===== src/rtl/pokemon_pkg.sv =====
// Shared overworld definitions: map geometry, step directions, movement FSM states.
package pokemon_pkg;

  localparam int unsigned MAP_W = 320;
  localparam int unsigned MAP_H = 240;

  typedef enum logic [3:0] {
    DIR_UP    = 4'd1,
    DIR_DOWN  = 4'd2,
    DIR_LEFT  = 4'd4,
    DIR_RIGHT = 4'd8
  } dir_t;

  typedef enum logic [2:0] {
    S_IDLE,
    S_CALC,
    S_PROBE0,
    S_PROBE1,
    S_PROBE2,
    S_DRAIN,
    S_COMMIT
  } mv_state_t;

  // Resolve a multi-bit request to one direction: up > down > left > right.
  function automatic dir_t pick_dir(input logic [3:0] req);
    if (req[0])      return DIR_UP;
    else if (req[1]) return DIR_DOWN;
    else if (req[2]) return DIR_LEFT;
    else             return DIR_RIGHT;
  endfunction

endpackage


===== src/rtl/player_move_ctrl_if.sv =====
// Collision RAM read port: address out, data back one cycle later.
interface player_move_ctrl_if #(
  parameter int unsigned ADDR_W = 19
);
  logic [ADDR_W-1:0] col_addr;
  logic [3:0]        col_data;

  modport master (output col_addr, input col_data);
  modport slave  (input col_addr, output col_data);
endinterface


===== src/rtl/collision_addr_gen.sv =====
// Map coordinate to linear collision RAM address: y*MAP_W + x.
module collision_addr_gen
  import pokemon_pkg::*;
#(
  parameter int unsigned ADDR_W = 19
) (
  input  logic [9:0]        x,
  input  logic [9:0]        y,
  output logic [ADDR_W-1:0] addr
);

  localparam logic [ADDR_W-1:0] ROW_PITCH = ADDR_W'(MAP_W);

  // Unsigned full-width multiply-add.
  always_comb begin
    addr = ADDR_W'(y) * ROW_PITCH + ADDR_W'(x);
  end

endmodule


===== src/rtl/player_move_ctrl.sv =====
// Player step controller: edge check, three leading-edge collision probes, commit or reject.
module player_move_ctrl
  import pokemon_pkg::*;
#(
  parameter int unsigned SPR_W   = 16,
  parameter int unsigned SPR_H   = 16,
  parameter int unsigned STEP    = 1,
  parameter int unsigned START_X = 152,
  parameter int unsigned START_Y = 112,
  parameter int unsigned ADDR_W  = 19
) (
  input  logic                      Clk,
  input  logic                      Reset_n,
  input  logic                      frame_tick,
  input  logic [3:0]                dir_req,
  player_move_ctrl_if.master        col,
  output logic [9:0]                pos_x,
  output logic [9:0]                pos_y,
  output logic                      busy,
  output logic                      move_done,
  output logic                      blocked
);

  mv_state_t         state_q, state_d;
  dir_t              dir_q;
  logic [9:0]        pos_x_q, pos_y_q, cx_q, cy_q;
  logic [9:0]        cand_x, cand_y, probe_x, probe_y, along_w, along_h;
  logic              edge_ok, hit_q, reject_q, move_done_q, blocked_q;
  logic              probe_active;
  logic [1:0]        probe_idx;
  logic [ADDR_W-1:0] probe_addr, col_addr_q;

  // State register.
  always_ff @(posedge Clk or negedge Reset_n) begin
    if (!Reset_n) state_q <= S_IDLE;
    else          state_q <= state_d;
  end

  // Next-state logic; ticks outside IDLE are simply not looked at.
  always_comb begin
    state_d = state_q;
    unique case (state_q)
      S_IDLE:   if (frame_tick && dir_req != '0) state_d = S_CALC;
      S_CALC:   state_d = edge_ok ? S_PROBE0 : S_COMMIT;
      S_PROBE0: state_d = S_PROBE1;
      S_PROBE1: state_d = S_PROBE2;
      S_PROBE2: state_d = S_DRAIN;
      S_DRAIN:  state_d = S_COMMIT;
      S_COMMIT: state_d = S_IDLE;
      default:  state_d = S_IDLE;
    endcase
  end

  // FSM outputs: busy flag and which probe point is being addressed.
  always_comb begin
    busy         = (state_q != S_IDLE);
    probe_active = 1'b0;
    probe_idx    = 2'd0;
    unique case (state_q)
      S_PROBE0: begin probe_active = 1'b1; probe_idx = 2'd0; end
      S_PROBE1: begin probe_active = 1'b1; probe_idx = 2'd1; end
      S_PROBE2: begin probe_active = 1'b1; probe_idx = 2'd2; end
      default:  ;
    endcase
    col.col_addr = probe_active ? probe_addr : col_addr_q;
  end

  // Candidate position and map-edge check for the latched direction.
  always_comb begin
    cand_x  = pos_x_q;
    cand_y  = pos_y_q;
    edge_ok = 1'b0;
    unique case (dir_q)
      DIR_UP: begin
        edge_ok = 32'(pos_y_q) >= STEP;
        cand_y  = pos_y_q - 10'(STEP);
      end
      DIR_DOWN: begin
        edge_ok = 32'(pos_y_q) + SPR_H - 1 + STEP <= MAP_H - 1;
        cand_y  = pos_y_q + 10'(STEP);
      end
      DIR_LEFT: begin
        edge_ok = 32'(pos_x_q) >= STEP;
        cand_x  = pos_x_q - 10'(STEP);
      end
      DIR_RIGHT: begin
        edge_ok = 32'(pos_x_q) + SPR_W - 1 + STEP <= MAP_W - 1;
        cand_x  = pos_x_q + 10'(STEP);
      end
      default: ;
    endcase
  end

  // Leading-edge probe point: start, middle, end of the edge facing the move.
  always_comb begin
    unique case (probe_idx)
      2'd1:    begin along_w = 10'(SPR_W / 2); along_h = 10'(SPR_H / 2); end
      2'd2:    begin along_w = 10'(SPR_W - 1); along_h = 10'(SPR_H - 1); end
      default: begin along_w = '0;             along_h = '0;             end
    endcase
    probe_x = cx_q;
    probe_y = cy_q;
    unique case (dir_q)
      DIR_UP:    begin probe_x = cx_q + along_w; end
      DIR_DOWN:  begin probe_x = cx_q + along_w; probe_y = cy_q + 10'(SPR_H - 1); end
      DIR_LEFT:  begin probe_y = cy_q + along_h; end
      DIR_RIGHT: begin probe_x = cx_q + 10'(SPR_W - 1); probe_y = cy_q + along_h; end
      default:   ;
    endcase
  end

  collision_addr_gen #(.ADDR_W(ADDR_W)) u_addr_gen (
    .x    (probe_x),
    .y    (probe_y),
    .addr (probe_addr)
  );

  // Datapath: latch request, candidate, sticky hit, commit and result pulses.
  always_ff @(posedge Clk or negedge Reset_n) begin
    if (!Reset_n) begin
      dir_q       <= DIR_UP;
      pos_x_q     <= 10'(START_X);
      pos_y_q     <= 10'(START_Y);
      cx_q        <= '0;
      cy_q        <= '0;
      hit_q       <= 1'b0;
      reject_q    <= 1'b0;
      col_addr_q  <= '0;
      move_done_q <= 1'b0;
      blocked_q   <= 1'b0;
    end else begin
      move_done_q <= 1'b0;
      blocked_q   <= 1'b0;
      col_addr_q  <= col.col_addr;
      unique case (state_q)
        S_IDLE: if (frame_tick && dir_req != '0) dir_q <= pick_dir(dir_req);
        S_CALC: begin
          cx_q     <= cand_x;
          cy_q     <= cand_y;
          reject_q <= !edge_ok;
          hit_q    <= 1'b0;
        end
        S_PROBE1, S_PROBE2, S_DRAIN: hit_q <= hit_q | (col.col_data != '0);
        S_COMMIT: begin
          if (!reject_q && !hit_q) begin
            pos_x_q     <= cx_q;
            pos_y_q     <= cy_q;
            move_done_q <= 1'b1;
          end else begin
            blocked_q   <= 1'b1;
          end
        end
        default: ;
      endcase
    end
  end

  assign pos_x     = pos_x_q;
  assign pos_y     = pos_y_q;
  assign move_done = move_done_q;
  assign blocked   = blocked_q;

endmodule


===== src/flat_wrapper.sv =====
// flat-port wrapper written by rule: the top's interface ports become plain ports
module player_move_ctrl_flat import pokemon_pkg::*;
#(
  parameter int unsigned SPR_W   = 16,
  parameter int unsigned SPR_H   = 16,
  parameter int unsigned STEP    = 1,
  parameter int unsigned START_X = 152,
  parameter int unsigned START_Y = 112,
  parameter int unsigned ADDR_W  = 19
)
  (Clk, Reset_n, frame_tick, dir_req, pos_x, pos_y, busy, move_done, blocked, col_col_addr, col_col_data);
  player_move_ctrl_if #(.ADDR_W(ADDR_W)) col_i ();
  input  logic Clk;
  input  logic Reset_n;
  input  logic frame_tick;
  input  logic [3:0] dir_req;
  output logic [9:0] pos_x;
  output logic [9:0] pos_y;
  output logic busy;
  output logic move_done;
  output logic blocked;
  output wire logic [$bits(col_i.col_addr)-1:0] col_col_addr;
  input wire logic [$bits(col_i.col_data)-1:0] col_col_data;
  assign col_col_addr = col_i.col_addr;
  assign col_i.col_data = col_col_data;
  player_move_ctrl #(.SPR_W(SPR_W), .SPR_H(SPR_H), .STEP(STEP), .START_X(START_X), .START_Y(START_Y), .ADDR_W(ADDR_W)) u_core (.Clk(Clk), .Reset_n(Reset_n), .frame_tick(frame_tick), .dir_req(dir_req), .col(col_i), .pos_x(pos_x), .pos_y(pos_y), .busy(busy), .move_done(move_done), .blocked(blocked));
endmodule

===== config.mk =====
export PLATFORM = sky130hd
export DESIGN_NAME = player_move_ctrl_flat
export DESIGN_NICKNAME = d
export VERILOG_FILES = /design/src/rtl/pokemon_pkg.sv /design/src/rtl/player_move_ctrl_if.sv /design/src/rtl/collision_addr_gen.sv /design/src/rtl/player_move_ctrl.sv /design/src/flat_wrapper.sv
export SDC_FILE = /design/constraint.sdc
export NUM_CORES = 1
export LEC_CHECK = 0
export CORE_MARGIN = 2
export CORE_UTILIZATION = 59
export CTS_BUF_LIST = sky130_fd_sc_hd__clkbuf_2 sky130_fd_sc_hd__clkbuf_4 sky130_fd_sc_hd__clkbuf_8
export CTS_CLUSTER_SIZE = 20
export DETAILED_ROUTE_END_ITERATION = 7
export PLACE_DENSITY = 0.83
export SLEW_MARGIN = 20
export SYNTH_ARGS = -nofsm -noshare
export SYNTH_HDL_FRONTEND = slang
export SYNTH_SLANG_ARGS = --single-unit

===== constraint.sdc =====
create_clock -name Clk -period 6.9 [get_ports Clk]
set_input_delay 1.38 -clock Clk [delete_from_list [all_inputs] [get_ports Clk]]
set_output_delay 1.38 -clock Clk [all_outputs]
set_load 0.01 [all_outputs]

# After elaboration in Yosys (flattened, before gate mapping)
# Cells that the tools add are included.
word_totals:
  word_cells: 81
  inputBits: 11
  ff_bits: 70
  output_inout_bits: 42
classes:
  muxes: 20
  mul: 1
  magnitude_cmp: 4
  bitwise_logic: 1
  n_reduce_logical: 16
  add_sub_neg: 15
  eq_ne: 13
ops:
  columns: ["cell", "n"]
  rows:
  - ["$pmux 10 s2", 4]
  - ["$add 32x1->32 const B", 2]
  - ["$sub 32x1->32 const B", 2]
  - ["$le 32x8->1 const B", 1]
  - ["$le 32x9->1 const B", 1]
  - ["$add 10x5->11 const B", 2]
  - ["$add 10x1->10 const B", 2]
  - ["$add 10x4->10", 2]
  - ["$add 10x4->10 const B", 2]
  - ["$ge 10x1->1 const B", 2]
  - ["$sub 10x1->10 const B", 2]
  - ["$add 19x10->19", 1]
  - ["$mux 19", 1]
  - ["$pmux 3 s6", 1]
  - ["$mul 10x3->13 const B", 1]
  - ["$mux 4", 3]
  - ["$eq 3x3->1 const B", 3]
  - ["$pmux 4 s2", 1]
  - ["$reduce_bool 4->1", 2]
  - ["$eq 3x2->1 const B", 2]
  - ["$mux 3", 2]
  - ["$reduce_or 3->1", 2]
  - ["$mux 1", 5]
  - ["$eq 4x1->1 const B", 1]
  - ["18 further kinds", 23]

# Depth between registers and ports, before layout
# Gate-level depths: netlist (run 1).
depth:
  ltp_word: 9
  mapped_depth: 22

# Hierarchy
# A second synthesis (run 1) with hierarchy kept.
unflattened:
  hier_cells: 624
  hier_area_um2: 5417.7
modules_own_cells:
  columns: ["module", "seq_area_each_um2", "area_per_inst_um2", "cells_each", "instances"]
  rows:
  - ["player_move_ctrl", 1760.4, 4679.5, 536, 1]
  - ["collision_addr_gen", 0.0, 738.2, 88, 1]

# Worst setup path after synthesis (run 1)
# OpenSTA, ideal clock, no wires.
synth_timing:
  path_kind: "register to output"
  startpoint: "register u_core.dir_q[1]"
  endpoint: "output col_col_addr[17]"
  t_required_ns: 5.520
  stages_incl_launch_ff: 21
  arrival_time_ns: 4.501
  n_path_buf: 1
  path_slack_ns: 1.019
  path_cell_list: "dfrtp_1 > buf_4 > nor2_1 > nand3_1 > nand2_1 > nand2_1 > ha_1 > fa_1 > a21o_1 > a21oi_1 > nor2_1 > xor2_1 > ha_1 > fa_1 > a211oi_1 > o21ai_0 > a21o_1 > a21oi_1 > xor2_1 > nor3_1 > o31ai_1"
synth_between:
  elab_chain_len: 6
  elab_cells_between_ends: 11
  classes_between: "1 x add/sub; 1 x mul; 4 x eq/ne; 3 x mux; 2 x reduce/logical"
synth_lines:
  columns: ["element", "line_no", "rtl"]
  rows:
  - ["start, declared", "player_move_ctrl.sv:25", "dir_t dir_q;"]
  - ["start signal, assigned", "player_move_ctrl.sv:136", "S_IDLE: if (frame_tick && dir_req != '0) dir_q <= pick_dir(dir_req);"]
  - ["$eq 4x3->1 or $eq 4x4->1 (tied branches)", "player_move_ctrl.sv:103", "unique case (dir_q)"]
  - ["$reduce_or 2->1 (no source line)", null, null]
  - ["$pmux 10 s2", "player_move_ctrl.sv:103", null]
  - ["$mul 10x3->13", "collision_addr_gen.sv:16", "addr = ADDR_W'(y) * ROW_PITCH + ADDR_W'(x);"]
  - ["$add 19x10->19 (*)", "collision_addr_gen.sv:16", null]
  - ["$mux 19 (*)", "player_move_ctrl.sv:65", "col.col_addr = probe_active ? probe_addr : col_addr_q;"]
  - ["end, declared", "flat_wrapper.sv:22", "output wire logic [$bits(col_i.col_addr)-1:0] col_col_addr;"]
# Every way passes the cells marked *; elsewhere a longest branch is shown, timed or not.

# Worst setup path in the final report (run 1)
layout_timing:
  startpoint: "register u_core.dir_q[0]"
  endpoint: "output col_col_addr[18]"
# Same word-level chain as after synthesis.

==> results of run 1 <==
stage by stage:
step	hold slack (ns)	total power (µW)
floorplan	0.448	2090
global placement	0.466	2630
detailed placement	0.471	2700
CTS	0.487	3030
global route	0.520	3460
finish	0.487	3190
power by group through the flow:
stage          Combinational (µW)  Clock (µW)  Sequential, µW
2_1_floorplan                1380           0             711
3_3_place_gp                 1870           0             760
3_5_place_dp                 1930           0             769
4_1_cts                      1960         310             764
5_1_grt                      2340         333             791
6_report                     2120         309             767
sequential cells by signal (all words and copies together) (netlist names):
register / count
u_core.blocked: 1
u_core.col_addr_q: 19
u_core.move_done: 1
u_core.cy_q: 10
u_core.state_q: 3
u_core.cx_q: 10
u_core.hit_q: 1
u_core.reject_q: 1
u_core.pos_y: 10
u_core.dir_q: 4
u_core.pos_x: 10
per-layer routing:
| layer | wire, µm | GRT usage [%] | part of all wire (%) |
|---|---|---|---|
| met4 | 206 | 11.3 | 1.9 |
| met5 | 0 | 0 | 0 |
| met2 | 5140 | 38.9 | 47 |
| met1 | 4970 | 36.3 | 46 |
| met3 | 545 | 4.43 | 5.0 |
final timing paths:
kind                                                 startpoint                               to  slack [ns]  cells past startpoint
worst max-delay path                u_core.dir_q[0]$_DFFE_PN1P_                 col_col_addr[18]        0.16                     20
worst max register to register      u_core.dir_q[0]$_DFFE_PN1P_  u_core.col_addr_q[17]$_DFF_PN0_        2.23                     20
worst min-delay path            u_core.col_addr_q[11]$_DFF_PN0_  u_core.col_addr_q[11]$_DFF_PN0_        0.49                      2
max in group asynchronous                               Reset_n  u_core.col_addr_q[15]$_DFF_PN0_        5.10                      2
min in group asynchronous                               Reset_n         u_core.hit_q$_DFFE_PN0P_        1.22                      2
worst min register to register  u_core.col_addr_q[11]$_DFF_PN0_  u_core.col_addr_q[11]$_DFF_PN0_        0.49                      2
final cells by class:
class / instances / area [µm²] / share of cell area (%)
flip-flops and latches: 70 / 1760 / 31.3
clock buffers: 13 / 160 / 2.85
inverters: 13 / 48.8 / 0.868
clock inverters: 3 / 20.0 / 0.356
multi-input cells: 433 / 2900 / 51.6
well taps: 102 / 128 / 2.27
repair buffers: 64 / 604 / 10.8
layout by cell type, fill, tap and decap left out, drive strengths merged, types with 9 or more instances in the layout:
cell	Yosys	routed
a21oi	22	22
buf	4	13
clkbuf	16	13
clkdlybuf4s50	0	50
dfrtp	63	63
ha	34	34
inv	12	12
nand2	123	123
nand3	16	16
nor2	31	31
nor3	9	9
o21ai	57	57
xnor2	30	30
xor2	20	20
worst max-delay path: cells and delay by family, from the launching register on:
family	cells	cell delay [ns]
flops	1	0.40
simple gates	5	0.64
compound gates	7	1.43
mux	1	0.22
buf+inv	1	0.53
xor+xnor	2	0.29
fa+ha+maj	4	1.48
cell families (layout without fill, tap and decap cells):
kind of cell               after synthesis  in the layout
xor gates and xnor gates                50             50
DFF                                     70             70
AOI/OAI and AO/OA                      120            120
adders and majority gates               38             38
muxes                                    7              7
and+or+nand+nor                        218            218
buffers and inverters                   33             93
timing repair:
action / CTS / global route
endpoints found under the hold margin: 0 / 0
buffers inserted: 0 / 5
pin swaps: 0 / 4
endpoints found under the setup margin: 1 / 6
gates resized for setup: 1 / 22
==> reports/results.txt, run 1 <==
MaxCap Viol Count: 0
synthesized flop and latch total: 70
root buf cell: clkbuf_8
Avg WL per Cell: 15.6 µm
Clk pwr share: 9.7%
Die X: 93.3 µm
Setup Viol. Count Final: 0
setup tns final: 0 ns
Net Sw Frac: 46.7%
syn avg cell area: 8.78 µm²
Clk Latency, worst-skew pair: 0.35 ns
Layout Nets: 640
ranking of synthesized cells by area: dfrtp_1, nand2_1, ha_1
f_max: 0.148 GHz
Crit Path Class: flop to primary output
Fin. Hold Viols: 0
worst min path class: flop to flop
Post-synth EDFFs: 0
Slew Viols, Final: 0
CP Cell Sequence: nor2_1, nand3b_1, nand2_2, nand2_2, ha_1, fa_1, a21o_1, a21oi_1, nor2_1, xor2_1, ha_1, fa_2, a211oi_4, o21ai_1, a21o_1, a21oi_1, xor2_1, o31ai_1, mux2_2, clkdlybuf4s50_1
Leakage Power: 0.00257 µW
Synth Area in XOR/XNOR: 9.62%
area growth from synthesis to layout: 19.4%
Critical Path Start Type: flop
Critical Path Slowest Stage Cell: clkdlybuf4s50_1
most frequent cell after synthesis: nand2_1
final worst slack: 0.158 ns
deepest clock path buffer count: 2
status: complete, no violations
antenna-violating nets left: 0
post-synth net total: 585
synth cell count leaders: nand2_1, dfrtp_1, o21ai_0
clock-pin slew on the worst setup and hold paths: 0.07 ns
Setup crit end kind: primary output
Initial Util: 60.9%
Detail Placement HPWL: 7.40 mm
cell area after layout: 0.00562 mm²
core area: 0.00773 mm²
Worst slew margin: 40.1%
Pint: 1700 µW
WP data required: 5.52 ns
H-Tree Depth: 3
top cell type by total area after synthesis: dfrtp_1
Switch Pwr: 1490 µW
post-synthesis sequential area ratio: 37.4%
Finished Core Util: 72.7%
Syn Std Cell Area: 0.00471 mm²
CTS Buf Count: 9
number of global-route vias before repair: 3769
layout cell share with drive strength beyond 1: 12.1%
first-pass GRT wire length: 17.8 mm
Setup WS pre-CTS: 0.304 ns
antenna violations before repair: 0
Power Dens Cells: 568 mW/mm²
All-Layer GR Usage: 25.7%
die height: 93.3 µm
simple-gate share of the synthesized area: 21.8%
GP Congestion: 0.862
Vias: 4038
Sequential Power Share: 24.0%
port buffer count: 52
min Tclk post-route: 6.74 ns
async set-or-reset flop fraction in the synthesized netlist: 100%
CTS tree: done
predominant post-synthesis flop cell: dfrtp_1
routed vias/inst: 5.79
CP arrival: 5.36 ns
Cells after DPL: 677
Worst Tran Pin Value: 0.894 ns
Post-CTS Hold Fix Bufs: 0
post-synthesis compound-gate area fraction: 15.7%
total congestion overflow: 0
Comb power frac: 66.3%
mux share of post-synthesis cell area: 1.62%
DRC viols: 0
Finished Layout Cells: 698
slowest stage delay, CP: 0.53 ns
drt first-iter violations: 250
VDD IR-drop max: 0.272 mV
largest net degree at the start of global routing: 71
Yosys top cell area share: 33.5%
num rows: 32
Final period util: 97.7%
Syn. warnings: 0
CP max FO: 5
Layout Skew: 0.00912 ns
Post-Synthesis Cells: 536
Ports: 53
clk sinks: 70
Synth Area in Adders: 10.7%
largest family of logic cells by synthesized area: simple AND/OR/NAND/NOR gates
first-pass iteration count of the detailed router: 5
library cells used by synthesis: 56
final WL: 10.9 mm
Fillers: 570
diode count: 0
Die ar.: 0.00871 mm²
total placed instance area: 0.00531 mm²
No activity file was read; power rests on OpenSTA's default activity.
==> run 2: changes to the inputs <==
--- a/config.mk
+++ b/config.mk
@@ -10,7 +10,8 @@
 export CTS_BUF_LIST = sky130_fd_sc_hd__clkbuf_2 sky130_fd_sc_hd__clkbuf_4 sky130_fd_sc_hd__clkbuf_8
 export CTS_CLUSTER_SIZE = 20
 export DETAILED_ROUTE_END_ITERATION = 7
-export PLACE_DENSITY = 0.83
+export PLACE_DENSITY_LB_ADDON = 0.3
+export SKIP_CTS_REPAIR_TIMING = 1
 export SLEW_MARGIN = 20
 export SYNTH_ARGS = -nofsm -noshare
 export SYNTH_HDL_FRONTEND = slang
==> reports/results.txt, run 2 (synthesis results as in run 1) <==
CP Cell Sequence: nor2_2, nand3b_1, nand2_2, nand2_1, ha_2, fa_1, a21o_1, a21oi_1, nor2_1, xor2_1, ha_1, fa_2, a211oi_2, o21ai_1, a21o_1, a21oi_1, xor2_1, o31ai_1, mux2_2, clkdlybuf4s50_1
number of global-route vias before repair: 3853 (+2.2%)
f_max: 0.151 GHz (+1.5%)
clk sinks: 70 (unchanged)
status: complete, no violations
final worst slack: 0.257 ns (+0.0985 ns)
CP max FO: 4 (-1)
largest net degree at the start of global routing: 71 (unchanged)
Power Dens Cells: 566 mW/mm² (-0.21%)
Layout Nets: 641 (+0.16%)
M1 WL: 4.75 mm (-4.6%)
Reg with most FFs: u_core.col_addr_q
deepest clock path buffer count: 2 (unchanged)
MaxCap Viol Count: 0 (unchanged)
Layout Skew: 0.00746 ns (-0.00166 ns)
Setup crit end kind: primary output
Setup Viol. Count Final: 0 (unchanged)
root buf cell: clkbuf_8
port buffer count: 52 (unchanged)
GP Congestion: 0.839 (-2.7%)
Net Sw Frac: 45.3% (-1.5 points)
CP arrival: 5.26 ns (-0.10 ns)
max reg flops: 19 (unchanged)
Worst R2R Start: u_core.dir_q[1]$_DFFE_PN0P_
total congestion overflow: 0 (unchanged)
Leakage Power: 0.00257 µW (about the same)
Critical Path Start Type: flop
Switch Pwr: 1440 µW (-3.4%)
Critical Path Slowest Stage Cell: clkdlybuf4s50_1
routed vias/inst: 5.77 (-0.29%)
slowest stage delay, CP: 0.48 ns (-0.05 ns)
Fillers: 568 (-0.35%)
die height: 93.3 µm (unchanged)
diode count: 0 (unchanged)
reg2reg setup slack: 2.20 ns (-0.03 ns)
Final period util: 96.3% (-1.4 points)
hold-critical path depth: 2 (unchanged)
drt first-iter violations: 298 (+19%)
All-Layer GR Usage: 25.0% (-0.65 points)
Slew Viols, Final: 0 (unchanged)
r2r worst-path depth: 21 (+5.0%)
Clk Latency, worst-skew pair: 0.36 ns (about the same)
CTS tree: done
Ports: 53 (unchanged)
Comb power frac: 64.2% (-2.1 points)
layout cell share with drive strength beyond 1: 11.1% (-1.0 points)
Worst Tran Pin Value: 0.875 ns (-0.0194 ns)
Sequential Power Share: 24.1% (about the same)
Initial Util: 60.9% (unchanged)
Clk pwr share: 11.7% (+2.0 points)
met3 WL: 495 µm (-9.2%)
CTS Buf Count: 9 (unchanged)
setup tns final: 0 ns (unchanged)
first-pass iteration count of the detailed router: 5 (unchanged)
Fin. Hold Viols: 0 (unchanged)
H-Tree Depth: 3 (unchanged)
Crit Path Class: flop to primary output
Hold Path Sink: u_core.col_addr_q[17]$_DFF_PN0_
Vias: 4032 (-0.15%)
first-pass GRT wire length: 17.5 mm (-1.6%)
commonest non-fill, non-tap cells in the layout: nand2_1, dfrtp_1, o21ai_0
max layer used: met4
leading cell type in the layout, fill and taps excluded: nand2_1
Die X: 93.3 µm (unchanged)
Reg-to-Reg End: u_core.col_addr_q[17]$_DFF_PN0_
antenna violations before repair: 0 (unchanged)
Worst slew margin: 41.7% (+1.6 points)
total power: 3180 µW (-0.24%)
clock-pin slew on the worst setup and hold paths: 0.07 ns (about the same)
worst min path class: flop to flop
Pint: 1740 µW (+2.5%)
Die ar.: 0.00871 mm² (unchanged)
Avg WL per Cell: 14.8 µm (-4.9%)
met2 WL: 4.89 mm (-4.9%)
min Tclk post-route: 6.64 ns (-0.0985 ns)
HP Start: u_core.col_addr_q[17]$_DFF_PN0_
core area: 0.00773 mm² (unchanged)
WP data required: 5.52 ns (about the same)
area growth from synthesis to layout: 19.4% (about the same)
antenna-violating nets left: 0 (unchanged)
Setup WS pre-CTS: 0.258 ns (-0.0458 ns)
VDD IR-drop max: 0.264 mV (-2.8%)
final WL: 10.4 mm (-4.8%)
Detail Placement HPWL: 7.39 mm (-0.13%)
num rows: 32 (unchanged)
DRC viols: 0 (unchanged)
[run 2: final cells by class]
cell class	count	area (µm²)	share of cell area [%]
Inverter	13	48.8	0.868
Tap cell	102	128	2.27
Multi-Input combinational cell	433	2850	50.6
Timing Repair Buffer	65	616	11.0
Sequential cell	70	1760	31.3
Clock buffer	10	138	2.45
Clock inverter	6	85.1	1.51
[run 2: power by group through the flow]
stage          clock, µW  sequential [µW]  combinational, µW
5_1_grt              395              792               2260
4_1_cts              377              765               1950
2_1_floorplan          0              711               1380
3_5_place_dp           0              770               1930
6_report             372              768               2040
3_3_place_gp           0              761               1870
[run 2: worst max-delay path by stage]
stage,slack (ns),from,cells after the start,to
floorplan,1.02,u_core.dir_q[1]$_DFFE_PN0P_,20,col_col_addr[17]
global placement,0.53,u_core.dir_q[0]$_DFFE_PN1P_,20,col_col_addr[17]
detailed placement,0.26,u_core.dir_q[0]$_DFFE_PN1P_,20,col_col_addr[17]
CTS,-0.20,u_core.dir_q[0]$_DFFE_PN1P_,20,col_col_addr[17]
global route,-0.11,u_core.dir_q[1]$_DFFE_PN0P_,20,col_col_addr[18]
finish,0.26,u_core.dir_q[1]$_DFFE_PN0P_,20,col_col_addr[18]
[run 2: worst max-delay path: cells and delay by family (launching register included)]
family	cells	cell delay, ns
AO/OA/AOI/OAI	7	1.23
XOR/XNOR	2	0.43
adder cells (fa/ha/maj)	4	1.46
buffers and inverters	1	0.48
flip-flops	1	0.40
multiplexers	1	0.27
AND/OR/NAND/NOR	5	0.64
[run 2: routing by layer]
layer	track usage, %	up-vias
met5	0	-
met4	11.0	0
met3	3.38	23
met2	40.3	139
met1	33.9	1891
li1	-	1979
[run 2: stage by stage]
step	instance area (µm²)	instances	hold WS, ns	util [%]
final	5620	699	0.478	72.7
after global routing	5620	699	0.523	72.7
after CTS	5530	693	0.491	71.5
after detailed placement	5310	677	0.470	68.7
after global placement	5310	677	0.466	68.7
after floorplan	4710	536	0.448	-
==> run 3: changes to the inputs <==
--- a/config.mk
+++ b/config.mk
@@ -6,7 +6,7 @@
 export NUM_CORES = 1
 export LEC_CHECK = 0
 export CORE_MARGIN = 2
-export CORE_UTILIZATION = 59
+export CORE_UTILIZATION = 45
 export CTS_BUF_LIST = sky130_fd_sc_hd__clkbuf_2 sky130_fd_sc_hd__clkbuf_4 sky130_fd_sc_hd__clkbuf_8
 export CTS_CLUSTER_SIZE = 20
 export DETAILED_ROUTE_END_ITERATION = 7
==> reports/results.txt, run 3 (synthesis results as in run 1) <==
status: complete, no violations
slowest stage delay, CP: 0.53 ns (+0.05 ns)
H-Tree Depth: 3 (unchanged)
VDD IR-drop max: 0.250 mV (-5.4%)
final worst slack: 0.185 ns (-0.0713 ns)
leading cell type in the layout, fill and taps excluded: nand2_1
RSZ-0062 raised after global routing: true
DRC viols: 0 (unchanged)
Vias: 3927 (-2.6%)
max reg flops: 19 (unchanged)
Layout Skew: 0.0134 ns (+0.00590 ns)
f_max: 0.149 GHz (-1.1%)
Die X: 106 µm (+14%)
worst min path class: flop to flop
drt first-iter violations: 202 (-32%)
first-pass GRT wire length: 17.5 mm (about the same)
layout cell share with drive strength beyond 1: 11.6% (+0.50 points)
number of global-route vias before repair: 3725 (-3.3%)
Reg with most FFs: u_core.col_addr_q
worst path bufs/invs: 1 (unchanged)
GP Congestion: 0.840 (+0.13%)
Ports: 53 (unchanged)
root buf cell: clkbuf_8
Finished Core Util: 55.4% (-17 points)
port buffer count: 52 (unchanged)
Setup WS pre-CTS: 0.372 ns (+0.114 ns)
setup tns final: 0 ns (unchanged)
Crit Path Class: flop to primary output
Setup crit end kind: primary output
MaxCap Viol Count: 0 (unchanged)
Detail Placement HPWL: 7.54 mm (+2.1%)
CP arrival: 5.33 ns (+0.07 ns)
Fin. Hold Viols: 0 (unchanged)
CTS tree: done
Avg WL per Cell: 14.1 µm (-4.5%)
diode count: 0 (unchanged)
core area: 0.0102 mm² (+32%)
clock-pin slew on the worst setup and hold paths: 0.07 ns (about the same)
Seq. cell area: 0.00176 mm² (unchanged)
Power Dens Cells: 552 mW/mm² (-2.6%)
routed vias/inst: 5.36 (-7.1%)
Final period util: 97.3% (+1.0 points)
total congestion overflow: 0 (unchanged)
Slew Viols, Final: 0 (unchanged)
final WL: 10.4 mm (+0.12%)
Die ar.: 0.0113 mm² (+30%)
area growth from synthesis to layout: 20.3%
die height: 106 µm (+14%)
CP max FO: 7 (+3)
Worst Tran Pin Value: 0.886 ns (+0.0116 ns)
Initial Util: 46.0% (-15 points)
commonest non-fill, non-tap cells in the layout: nand2_1, dfrtp_1, o21ai_0
Worst slew margin: 40.9% (-0.78 points)
CP delay by family, top: adder cells
Leakage Power: 0.00261 µW (+1.6%)
antenna violations before repair: 0 (unchanged)
antenna-violating nets left: 0 (unchanged)
Net Sw Frac: 45.8% (+0.56 points)
CP Cell Sequence: nor2_2, nand3b_1, nand2_2, nand2_2, ha_1, fa_1, a21o_1, a21oi_1, nor2_1, and3_1, xor2_2, ha_1, ha_2, nand2_1, o31ai_4, o22ai_2, xnor2_1, nand2b_1, o31ai_1, mux2_2, clkdlybuf4s50_1
Sequential Power Share: 24.5% (+0.4 points)
Pint: 1690 µW (-2.9%)
largest net degree at the start of global routing: 71 (unchanged)
area occupied by multi-input gates: 0.00287 mm² (+0.84%)
Clk Latency, worst-skew pair: 0.34 ns (-0.02 ns)
CTS Buf Count: 9 (unchanged)
All-Layer GR Usage: 19.1% (-5.9 points)
num rows: 37 (+16%)
total power: 3120 µW (-1.9%)
min Tclk post-route: 6.71 ns (+0.0713 ns)
deepest clock path buffer count: 2 (unchanged)
first-pass iteration count of the detailed router: 4 (-1)
Setup Viol. Count Final: 0 (unchanged)
WP data required: 5.52 ns (about the same)
Critical Path Start Type: flop
Switch Pwr: 1430 µW (-0.67%)
Clk pwr share: 10.6% (-1.1 points)
WHS: 0.484 ns (+0.00571 ns)
Layout Nets: 641 (unchanged)
Critical Path Slowest Stage Cell: clkdlybuf4s50_1
Comb power frac: 64.9% (+0.7 points)
clk sinks: 70 (unchanged)
Fillers: 930 (+64%)
run 3: cell count changes in the layout (fill, tap and decap cells not counted), sizes merged:
cell and delta:
clkdlybuf4s50 -2, clkbuf +2, dlymetal6s2s +2, bufinv -1, clkinvlp -1
run 3: worst min-delay path, delay by kind of cell (launching register included):
family        cells  cell delay, ns
simple gates      2            0.11
flops             1            0.35
run 3: per-layer routing:
| layer | GRT usage [%] | vias up | part of all wire [%] |
|---|---|---|---|
| met4 | 8.46 | 0 | 1.7 |
| met5 | 0 | - | 0 |
| met3 | 2.58 | 17 | 3.8 |
| met1 | 27.1 | 1845 | 49 |
| li1 | - | 1973 | - |
| met2 | 29.2 | 92 | 46 |
run 3: path summary, 6_finish.rpt:
path                                             start                         endpoint  slack, ns  cells past startpoint
max                        u_core.dir_q[0]$_DFFE_PN1P_                 col_col_addr[18]       0.19                     21
min                        u_core.reject_q$_DFFE_PN0P_      u_core.reject_q$_DFFE_PN0P_       0.48                      2
max reg2reg                u_core.dir_q[0]$_DFFE_PN1P_  u_core.col_addr_q[17]$_DFF_PN0_       2.32                     20
min reg2reg                u_core.reject_q$_DFFE_PN0P_      u_core.reject_q$_DFFE_PN0P_       0.48                      2
max in group asynchronous                      Reset_n       u_core.cy_q[0]$_DFFE_PN0P_       5.07                      2
min in group asynchronous                      Reset_n         u_core.hit_q$_DFFE_PN0P_       1.22                      2
run 3: layout make-up:
type                       count  share of cell area [%]
tap                          136                    3.00
clock buffer                  12                    2.59
inverter                      13                   0.862
multi-input combinational    433                    50.7
timing repair buffer          65                    11.0
sequential                    70                    31.1
clock inverter                 4                   0.840
run 3: stage by stage:
step                      cells  cell area (µm²)
after floorplan             536             4710
after global placement      711             5350
after detailed placement    711             5350
after CTS                   727             5540
after global routing        733             5660
final                       733             5660
run 3: power groups by stage:
stage / combinational [µW] / sequential (µW) / clock [µW]
CTS: 1950 / 762 / 340
global route: 2270 / 792 / 360
detailed placement: 1940 / 769 / 0
floorplan: 1380 / 711 / 0
global placement: 1890 / 762 / 0
finish: 2030 / 765 / 331
